## src/rtl/johnson_pkg.sv

```systemverilog
// Johnson code helpers shared by the counter, the phase decoder and their benches.
// Functions work on a MAX_W-bit zero-extended code plus the live width.
package johnson_pkg;

   localparam int MAX_W = 32;

   function automatic logic [MAX_W-1:0] low_ones(input int n);
      low_ones = '0;
      for (int i = 0; i < MAX_W; i++)
         if (i < n) low_ones[i] = 1'b1;
   endfunction

   function automatic bit is_legal_johnson(input logic [MAX_W-1:0] code, input int width);
      is_legal_johnson = 1'b0;
      for (int k = 0; k <= MAX_W; k++)
         if (k <= width && code == low_ones(k)) is_legal_johnson = 1'b1;
      for (int j = 1; j < MAX_W; j++)
         if (j < width && code == (low_ones(width) & ~low_ones(width - j)))
            is_legal_johnson = 1'b1;
   endfunction

   // LSB-anchored run of k ones is phase k; MSB-anchored run of j ones is phase 2W-j.
   function automatic int johnson_to_phase(input logic [MAX_W-1:0] code, input int width);
      johnson_to_phase = 0;
      for (int k = 0; k <= MAX_W; k++)
         if (k <= width && code == low_ones(k)) johnson_to_phase = k;
      for (int j = 1; j < MAX_W; j++)
         if (j < width && code == (low_ones(width) & ~low_ones(width - j)))
            johnson_to_phase = 2 * width - j;
   endfunction

   function automatic logic [MAX_W-1:0] johnson_next(input logic [MAX_W-1:0] code, input int width);
      logic [MAX_W-1:0] shifted;
      shifted = code << 1;
      shifted[0] = ~code[width-1];
      johnson_next = shifted & low_ones(width);
   endfunction

endpackage

```

## src/rtl/johnson_code_check.sv

```systemverilog
// Combinational legality check and phase decode of one Johnson code sample.
module johnson_code_check
   import johnson_pkg::*;
#(
   parameter int WIDTH = 4,
   localparam int IDX_W = $clog2(2 * WIDTH)
) (
   input  logic [WIDTH-1:0] count_in,
   output logic             legal,
   output logic [IDX_W-1:0] phase
);

   logic [MAX_W-1:0] code_ext;

   assign code_ext = MAX_W'(count_in);
   assign legal    = is_legal_johnson(code_ext, WIDTH);
   assign phase    = IDX_W'(johnson_to_phase(code_ext, WIDTH));

endmodule

```

## src/rtl/johnson_phase_decoder.sv

```systemverilog
// Registers the decoded Johnson phase, checks step-by-step progress,
// counts completed laps and keeps sticky illegal/sequence error flags.
module johnson_phase_decoder
   import johnson_pkg::*;
#(
   parameter int WIDTH = 4,
   parameter int LAP_W = 8,
   localparam int IDX_W = $clog2(2 * WIDTH)
) (
   input  logic               clk,
   input  logic               reset,
   input  logic [WIDTH-1:0]   count_in,
   input  logic               err_clr,
   output logic [2*WIDTH-1:0] phase_onehot,
   output logic [IDX_W-1:0]   phase_idx,
   output logic               phase_valid,
   output logic               wrap,
   output logic [LAP_W-1:0]   lap_cnt,
   output logic               illegal_err,
   output logic               seq_err
);

   localparam int PH_W = 2 * WIDTH;
   localparam logic [IDX_W-1:0] LAST_PHASE = IDX_W'(PH_W - 1);

   logic             cur_legal;
   logic [IDX_W-1:0] cur_phase;
   logic             prev_valid;

   logic [PH_W-1:0]  phase_onehot_n;
   logic [IDX_W-1:0] phase_idx_n;
   logic [IDX_W-1:0] succ_phase;
   logic             in_step;
   logic             seq_evt;
   logic             wrap_evt;
   logic             illegal_err_n;
   logic             seq_err_n;
   logic [LAP_W-1:0] lap_cnt_n;

   johnson_code_check #(.WIDTH(WIDTH)) u_check (
      .count_in (count_in),
      .legal    (cur_legal),
      .phase    (cur_phase)
   );

   // phase_idx holds the last legal phase, so it doubles as the sequence reference.
   always_comb begin
      succ_phase     = (phase_idx == LAST_PHASE) ? '0 : phase_idx + 1'b1;
      in_step        = (cur_phase == phase_idx) || (cur_phase == succ_phase);
      seq_evt        = prev_valid && cur_legal && !in_step;
      wrap_evt       = prev_valid && cur_legal && (phase_idx == LAST_PHASE) && (cur_phase == '0);
      phase_onehot_n = '0;
      phase_idx_n    = phase_idx;
      if (cur_legal) begin
         phase_onehot_n = PH_W'(1) << cur_phase;
         phase_idx_n    = cur_phase;
      end
      illegal_err_n = !cur_legal || (illegal_err && !err_clr);
      seq_err_n     = seq_evt || (seq_err && !err_clr);
      lap_cnt_n     = lap_cnt + {{(LAP_W-1){1'b0}}, wrap_evt};
   end

   always_ff @(posedge clk) begin
      if (!reset) begin
         phase_onehot <= '0;
         phase_idx    <= '0;
         phase_valid  <= 1'b0;
         wrap         <= 1'b0;
         lap_cnt      <= '0;
         illegal_err  <= 1'b0;
         seq_err      <= 1'b0;
         prev_valid   <= 1'b0;
      end else begin
         phase_onehot <= phase_onehot_n;
         phase_idx    <= phase_idx_n;
         phase_valid  <= cur_legal;
         wrap         <= wrap_evt;
         lap_cnt      <= lap_cnt_n;
         illegal_err  <= illegal_err_n;
         seq_err      <= seq_err_n;
         prev_valid   <= cur_legal;
      end
   end

endmodule

```

## config.mk

```make
export PLATFORM = sky130hd
export DESIGN_NAME = johnson_phase_decoder
export DESIGN_NICKNAME = d
export VERILOG_FILES = /design/src/rtl/johnson_pkg.sv /design/src/rtl/johnson_code_check.sv /design/src/rtl/johnson_phase_decoder.sv
export SDC_FILE = /design/constraint.sdc
export NUM_CORES = 1
export LEC_CHECK = 0
export ABC_AREA = 1
export ABC_CLOCK_PERIOD_IN_PS = 2860
export CAP_MARGIN = 20
export CORE_MARGIN = 8
export CORE_UTILIZATION = 48
export CTS_BUF_LIST = sky130_fd_sc_hd__clkbuf_4 sky130_fd_sc_hd__clkbuf_8
export DETAILED_ROUTE_END_ITERATION = 10
export HOLD_SLACK_MARGIN = 0.12
export PLACE_DENSITY = 0.85
export SYNTH_ARGS = -nofsm -noshare
export SYNTH_HDL_FRONTEND = slang
export SYNTH_SLANG_ARGS = --single-unit
```

## constraint.sdc

```tcl
create_clock -name clk -period 2.86 [get_ports clk]
set_input_delay 0.715 -clock clk [delete_from_list [all_inputs] [get_ports clk]]
set_output_delay 0.715 -clock clk [all_outputs]
set_load 0.005 [all_outputs]
```

---- Word-level counts from Yosys, hierarchy flattened ----
Index checks and enable logic that the tools add are counted.
operators by class
  add/subtract/negate cells ............... 2
  equality and inequality tests ........... 10
  multiplexer cells ....................... 16
  reduce and logical (&&, ||, !) cells .... 15
  shift-type cells ........................ 1
operator list
  kind                 count
  $logic_not 32->1     1
  $mux 3               7
  $eq 4x4->1 const B   4
  $mux 1               9
  $add 8x1->8          1
  $shl 1x3->8 const A  1
  $eq 3x3->1           2
  $logic_and 1x1->1    6
  $eq 4x1->1 const B   1
  $eq 4x2->1 const B   1
  $eq 4x3->1 const B   1
  $add 3x1->3 const B  1
  $eq 3x3->1 const B   1
  $logic_not 1->1      3
  $logic_not 3->1      1
  $logic_or 1x1->1     3
  $reduce_and 2->1     1
storage, ports and cells
  bits in registers ....................... 23
  input port bits ......................... 7
  output and inout bits ................... 23
  logic and storage cells ................. 51

---- Depth between registers and ports, before layout ----
  depth after elaboration ................. 13
  depth in mapped cells ................... 17
  depth with buffers taken out ............ 17

---- Hierarchy ----
A second synthesis with hierarchy kept.
second synthesis, totals
  cell total of the unflattened synthesis .. 129
  area total of the unflattened synthesis .. 984.7 um^2
modules (own cells, without submodules)
  module                 cells each  times used  area an instance (um^2)
  johnson_phase_decoder  108         1           893.4
  johnson_code_check     21          1           91.3

---- Worst setup path before layout ----
Ideal clock, no wire load.
  path kind ............................... input to register
  start ................................... in count_in[1]
  end ..................................... reg lap_cnt[6]
  path buffers ............................ 0
  stages on the path ...................... 16
  data arrival time ....................... 2.176 ns
  setup slack ............................. 0.571 ns
  path through ............................ inv_1 nand2_1 a21oi_1 nor2_2 inv_2 nand2_2 nor3_1 ha_1 ha_1 nand2_1 nor2_1 nand2_1 nor2_1 nand2_1 nand2_1 nor2_1
on the way
  longest elaborated chain between the ends .. 13
ends and longest elaborated chain
  element                          RTL line                     source
  from (decl)                      johnson_phase_decoder.sv:12  input logic [WIDTH-1:0] count_in,
  $logic_not 32->1                 n/a
  $mux 1 (5 in series)             johnson_pkg.sv:16            if (k <= width && code == low_ones(k)) is_legal_johnson = 1'b1;
  $mux 1 (3 in series)             johnson_pkg.sv:18            if (j < width && code == (low_ones(width) & ~low_ones(width - j)))
  $logic_and 1x1->1 (2 in series)  johnson_phase_decoder.sv:51  wrap_evt = prev_valid && cur_legal && (phase_idx == LAST_PHASE) && (cur_phase == '0);
  $logic_and 1x1->1 (*)            johnson_phase_decoder.sv:51
  named net wrap_evt               johnson_phase_decoder.sv:35  logic wrap_evt;
  $add 8x1->8 (*)                  johnson_phase_decoder.sv:60  lap_cnt_n = lap_cnt + {{(LAP_W-1){1'b0}}, wrap_evt};
  to (signal assigned)             johnson_phase_decoder.sv:78  lap_cnt <= lap_cnt_n;
  to (decl)                        johnson_phase_decoder.sv:18  output logic [LAP_W-1:0] lap_cnt,
Mark *: on every way through the listed nets, which the timed path passes. The rest lies on a longest branch.
A chain may end at the register's enable or synchronous reset.

---- Worst setup path in the final report ----
  start ................................... in count_in[0]
  end ..................................... reg lap_cnt[6]
Same word-level chain as after synthesis.

==> run summary <==
Area fraction of the dominant cell type after synthesis: 44.34%. Entering global routing, the biggest net connects 14 pins. Fill cells in the final layout number 168.

The final non-filler cell area was 1535 µm². The static leakage came out at 0.7458 nW. The tools report the number of levels the H-tree was split into as 1. The average wire per cell in the routed design was 11.73 µm. Routability-driven placement finished with a final weighted congestion of 0.8373.

By startpoint and endpoint, the worst setup path is classified as primary input to flip-flop. The first global-routing pass estimated 4478 µm of wire. Walking the worst path, the cells encountered are dlymetal6s2s_1 -> nand2_1 -> a21oi_1 -> nor2_2 -> inv_2 -> nand2_2 -> nor3_2 -> ha_2 -> ha_1 -> nand2_1 -> nor2_2 -> nand2_1 -> nor2_1 -> nand2_1 -> nand2_1 -> nor2_1. After clock tree synthesis, the repair step resized 0 gates. Each instance of the synthesized netlist takes up on average 7.212 µm². After clock tree synthesis, the clock-pin slew on the worst setup and hold paths is 0.13 ns.

For the data required time at the worst endpoint, the log shows 3.09 ns. Input and output buffers added on the ports amount to 29. After synthesis the netlist holds a flip-flop and latch count of 23.

The net count after synthesis is 155, and the worst-case clock buffer depth is 2. For this run, the detailed router's first-pass iteration total came to 4. The tool flagged a number of max-cap violations equal to 0. Clock tree synthesis selected as its root buffer the cell sky130_fd_sc_hd__clkbuf_4.

Dividing the detail-routed via count by the number of cells gives 4.964. During synthesis, Yosys emitted a total of 0 warnings. In this run the worst path has a maximum fanout of 7. In the routed design, unresolved DRC markers number 0.

Among the stages of the critical path, the cell type that occurs most often is sky130_fd_sc_hd__nand2_1. The biggest cell delay along the critical path was 0.23 ns. The share of post-route cells with drive strength above 1 works out to 18.04%. Summing all placed instances gives a cell area of 1488 µm². The wire-length estimate of the detail-placed layout is 2137 µm.

The area taken by flip-flops and latches is 460.4 µm². The combined area of all synthesized cells is 1038 µm². At the end of the flow, the number of nets in the layout was 206. Leftover overflow at the end of global routing: 0. The max-slew violation count was 0.

The count of endpoints failing hold in the final timing report is 0. The worst-margin pin slew was 0.2745 ns; the number of distinct library cell variants in the gate-level netlist after synthesis was 23. The sequential fraction of the synthesis area came out at 44.34%.

In this run the vertical extent of the chip is 62.52 µm. The tools report the overall power after layout as 0.6128 mW. Once the floorplan was initialized, standard cells occupied 48.82% of the core.

The synthesis-to-layout area growth is 47.83%, and the highest clock frequency the design can meet is 436.5 MHz. Measured against its own limit, the worst slew margin works out to 81.68%. The post-synthesis cell count came out at 144. The die width was 62.52 µm; the number of primary I/O pins was 30.

After routing, the total negative slack on setup checks comes to 0 ns. The multi-input combinational cells in the finished layout cover a total of 501.7 µm². Setup repair after global routing left no endpoint under its margin. The min-delay analysis places its worst path in the category flip-flop to flip-flop.

The tools report the kind of start point of the critical path as a primary input. The number of global-route vias before repair was 1061. The number of buffers inserted during clock tree synthesis is 3, and the post-CTS setup buffer count is 0.

The count of nets left with antenna violations once routing finished came out at 0. VDD sags by at most 0.0002688 V. The post-route minimum period is 2.291 ns, and the die area is 3908 µm². Total number of clock tree sinks: 23. The largest individual stage delay along the critical path comes from the cell sky130_fd_sc_hd__a21oi_1.

The synthesized design contains 0 enable-type register cells. 0 antenna diodes ended up in the layout. Setup slack on the critical path of the routed design comes to 0.5690 ns. The commonest cells after synthesis are sky130_fd_sc_hd__nand2_1, sky130_fd_sc_hd__dfxtp_1, sky130_fd_sc_hd__nor2_1. TritonCTS built the clock tree.

For the clock skew, the log shows 0.008830 ns. Cell taking the most area after synthesis: sky130_fd_sc_hd__dfxtp_1. The power density over the cells came out at 399.2 nW/µm². In the finished design, the share of the clock period the worst path needs comes to 80.11%. STA puts the critical path data arrival time at 2.52 ns.

In the post-synthesis netlist, the cell with the most instances is sky130_fd_sc_hd__nand2_1. The async set or reset register ratio after synthesis was 0%; the total length of routed wires was 2603 µm. Summing over every cut layer, the via total after detailed routing is 1102.

The later pin in the worst-skew pair is clocked with a latency of 0.32 ns. At the placement stage, the worst setup path has a slack of -0.2171 ns. After synthesis, the cell types taking the most area are sky130_fd_sc_hd__dfxtp_1, sky130_fd_sc_hd__nand2_1, sky130_fd_sc_hd__nor2_1.

Total track usage: 13.43%. For this design, the CTS-stage hold fixing added 0 buffers. For this run, the leading register cell type out of synthesis is sky130_fd_sc_hd__dfxtp_1. The worst setup path is captured at a flip-flop.

The flow ran to the end, and the final reports show no timing, DRC or antenna violations. The number of failing setup endpoints in the final timing report is 0, and the initial antenna violation count is 0. In this run, the number of DRC markers left after iteration 0 of detailed routing was 38. The floorplan has 17 rows. The standard cell core area was 2127 µm².
==> critical path, delay by kind of cell <==
kind,cells,cell delay (ns)
buffers and inverters,2,0.29
AND/OR/NAND/NOR,11,0.90
AO/OA/AOI/OAI,1,0.23
adder cells (fa/ha/maj),2,0.39
==> cell usage in the layout (no fill, tap or decap) <==
cell	instances
sky130_fd_sc_hd__nor2_1	18
sky130_fd_sc_hd__ha_1	3
sky130_fd_sc_hd__inv_2	2
sky130_fd_sc_hd__xnor2_1	1
sky130_fd_sc_hd__nand3b_1	1
sky130_fd_sc_hd__a31oi_1	1
sky130_fd_sc_hd__clkdlybuf4s50_1	25
sky130_fd_sc_hd__nor2_4	1
sky130_fd_sc_hd__o21ai_0	1
sky130_fd_sc_hd__nor3_2	1
sky130_fd_sc_hd__nor2_2	4
sky130_fd_sc_hd__a21oi_1	7
sky130_fd_sc_hd__nand2_1	39
sky130_fd_sc_hd__nand4_1	2
sky130_fd_sc_hd__inv_1	18
sky130_fd_sc_hd__o31ai_1	1
sky130_fd_sc_hd__xor2_1	1
sky130_fd_sc_hd__dfxtp_1	23
sky130_fd_sc_hd__o21ai_1	1
sky130_fd_sc_hd__clkinv_2	1
sky130_fd_sc_hd__nor4_1	1
sky130_fd_sc_hd__nand3_1	11
sky130_fd_sc_hd__dlymetal6s2s_1	4
sky130_fd_sc_hd__or2_1	1
sky130_fd_sc_hd__ha_2	1
sky130_fd_sc_hd__nand2_2	4
sky130_fd_sc_hd__clkbuf_4	3
sky130_fd_sc_hd__buf_4	18
==> layout make-up <==
class	instances	area share, %
Timing Repair Buffer	47	28.36
Multi-Input combinational cell	100	32.68
Clock buffer	3	1.467
Sequential cell	23	29.99
Clock inverter	1	0.3260
Tap cell	28	2.282
Inverter	20	4.890
==> registers in the layout (all words and copies together), names as in the netlist <==
register / cells
phase_idx: 3
phase_onehot: 8
wrap: 1
lap_cnt: 8
seq_err: 1
prev_valid: 1
illegal_err: 1
==> kinds of logic (layout without fill, tap and decap cells) <==
logic type,Yosys count,in the layout,share of synthesized area (%)
flops,23,23,44.34
buf+inv,21,71,8.313
xor+xnor,2,2,1.687
compound gates,11,11,5.662
simple gates,83,83,35.18
fa+ha+maj,4,4,4.819
==> stage by stage <==
stage                     instances  hold slack [ns]  util [%]
after CTS                       222           0.4885     71.24
after global placement          218           0.4581     69.94
after detailed placement        218           0.4707     69.94
after floorplan                 144           0.4597         -
after global routing            222           0.5160     72.18
final                           222           0.4824     72.18
==> where the power goes <==
part | internal (mW) | switching, mW | leakage [nW]
clock | 0.0523 | 0.0982 | 0.0177
sequential | 0.330 | 0.00627 | 0.187
combinational | 0.0636 | 0.0626 | 0.541
total | 0.446 | 0.167 | 0.746
==> layer usage <==
| metal | vias to the layer above | routed length (µm) | GRT usage (%) |
|---|---|---|---|
| met1 | 507 | 1066 | 14.64 |
| met5 | - | 0 | 0 |
| met4 | 0 | 22 | 4.274 |
| met2 | 36 | 1357 | 24.06 |
| met3 | 5 | 157 | 4.122 |
| li1 | 554 | - | - |
==> path summary, 6_finish.rpt <==
path	startpoint	endpoint	cells past startpoint	slack (ns)
worst max-delay path	count_in[0]	lap_cnt[6]$_SDFF_PN0_	16	0.57
worst min-delay path	illegal_err$_SDFF_PN0_	illegal_err$_SDFF_PN0_	2	0.48
worst max register to register	phase_idx[0]$_SDFFE_PN0N_	lap_cnt[6]$_SDFF_PN0_	13	0.81
worst min register to register	illegal_err$_SDFF_PN0_	illegal_err$_SDFF_PN0_	2	0.48
(Power assumes the default switching activity.)
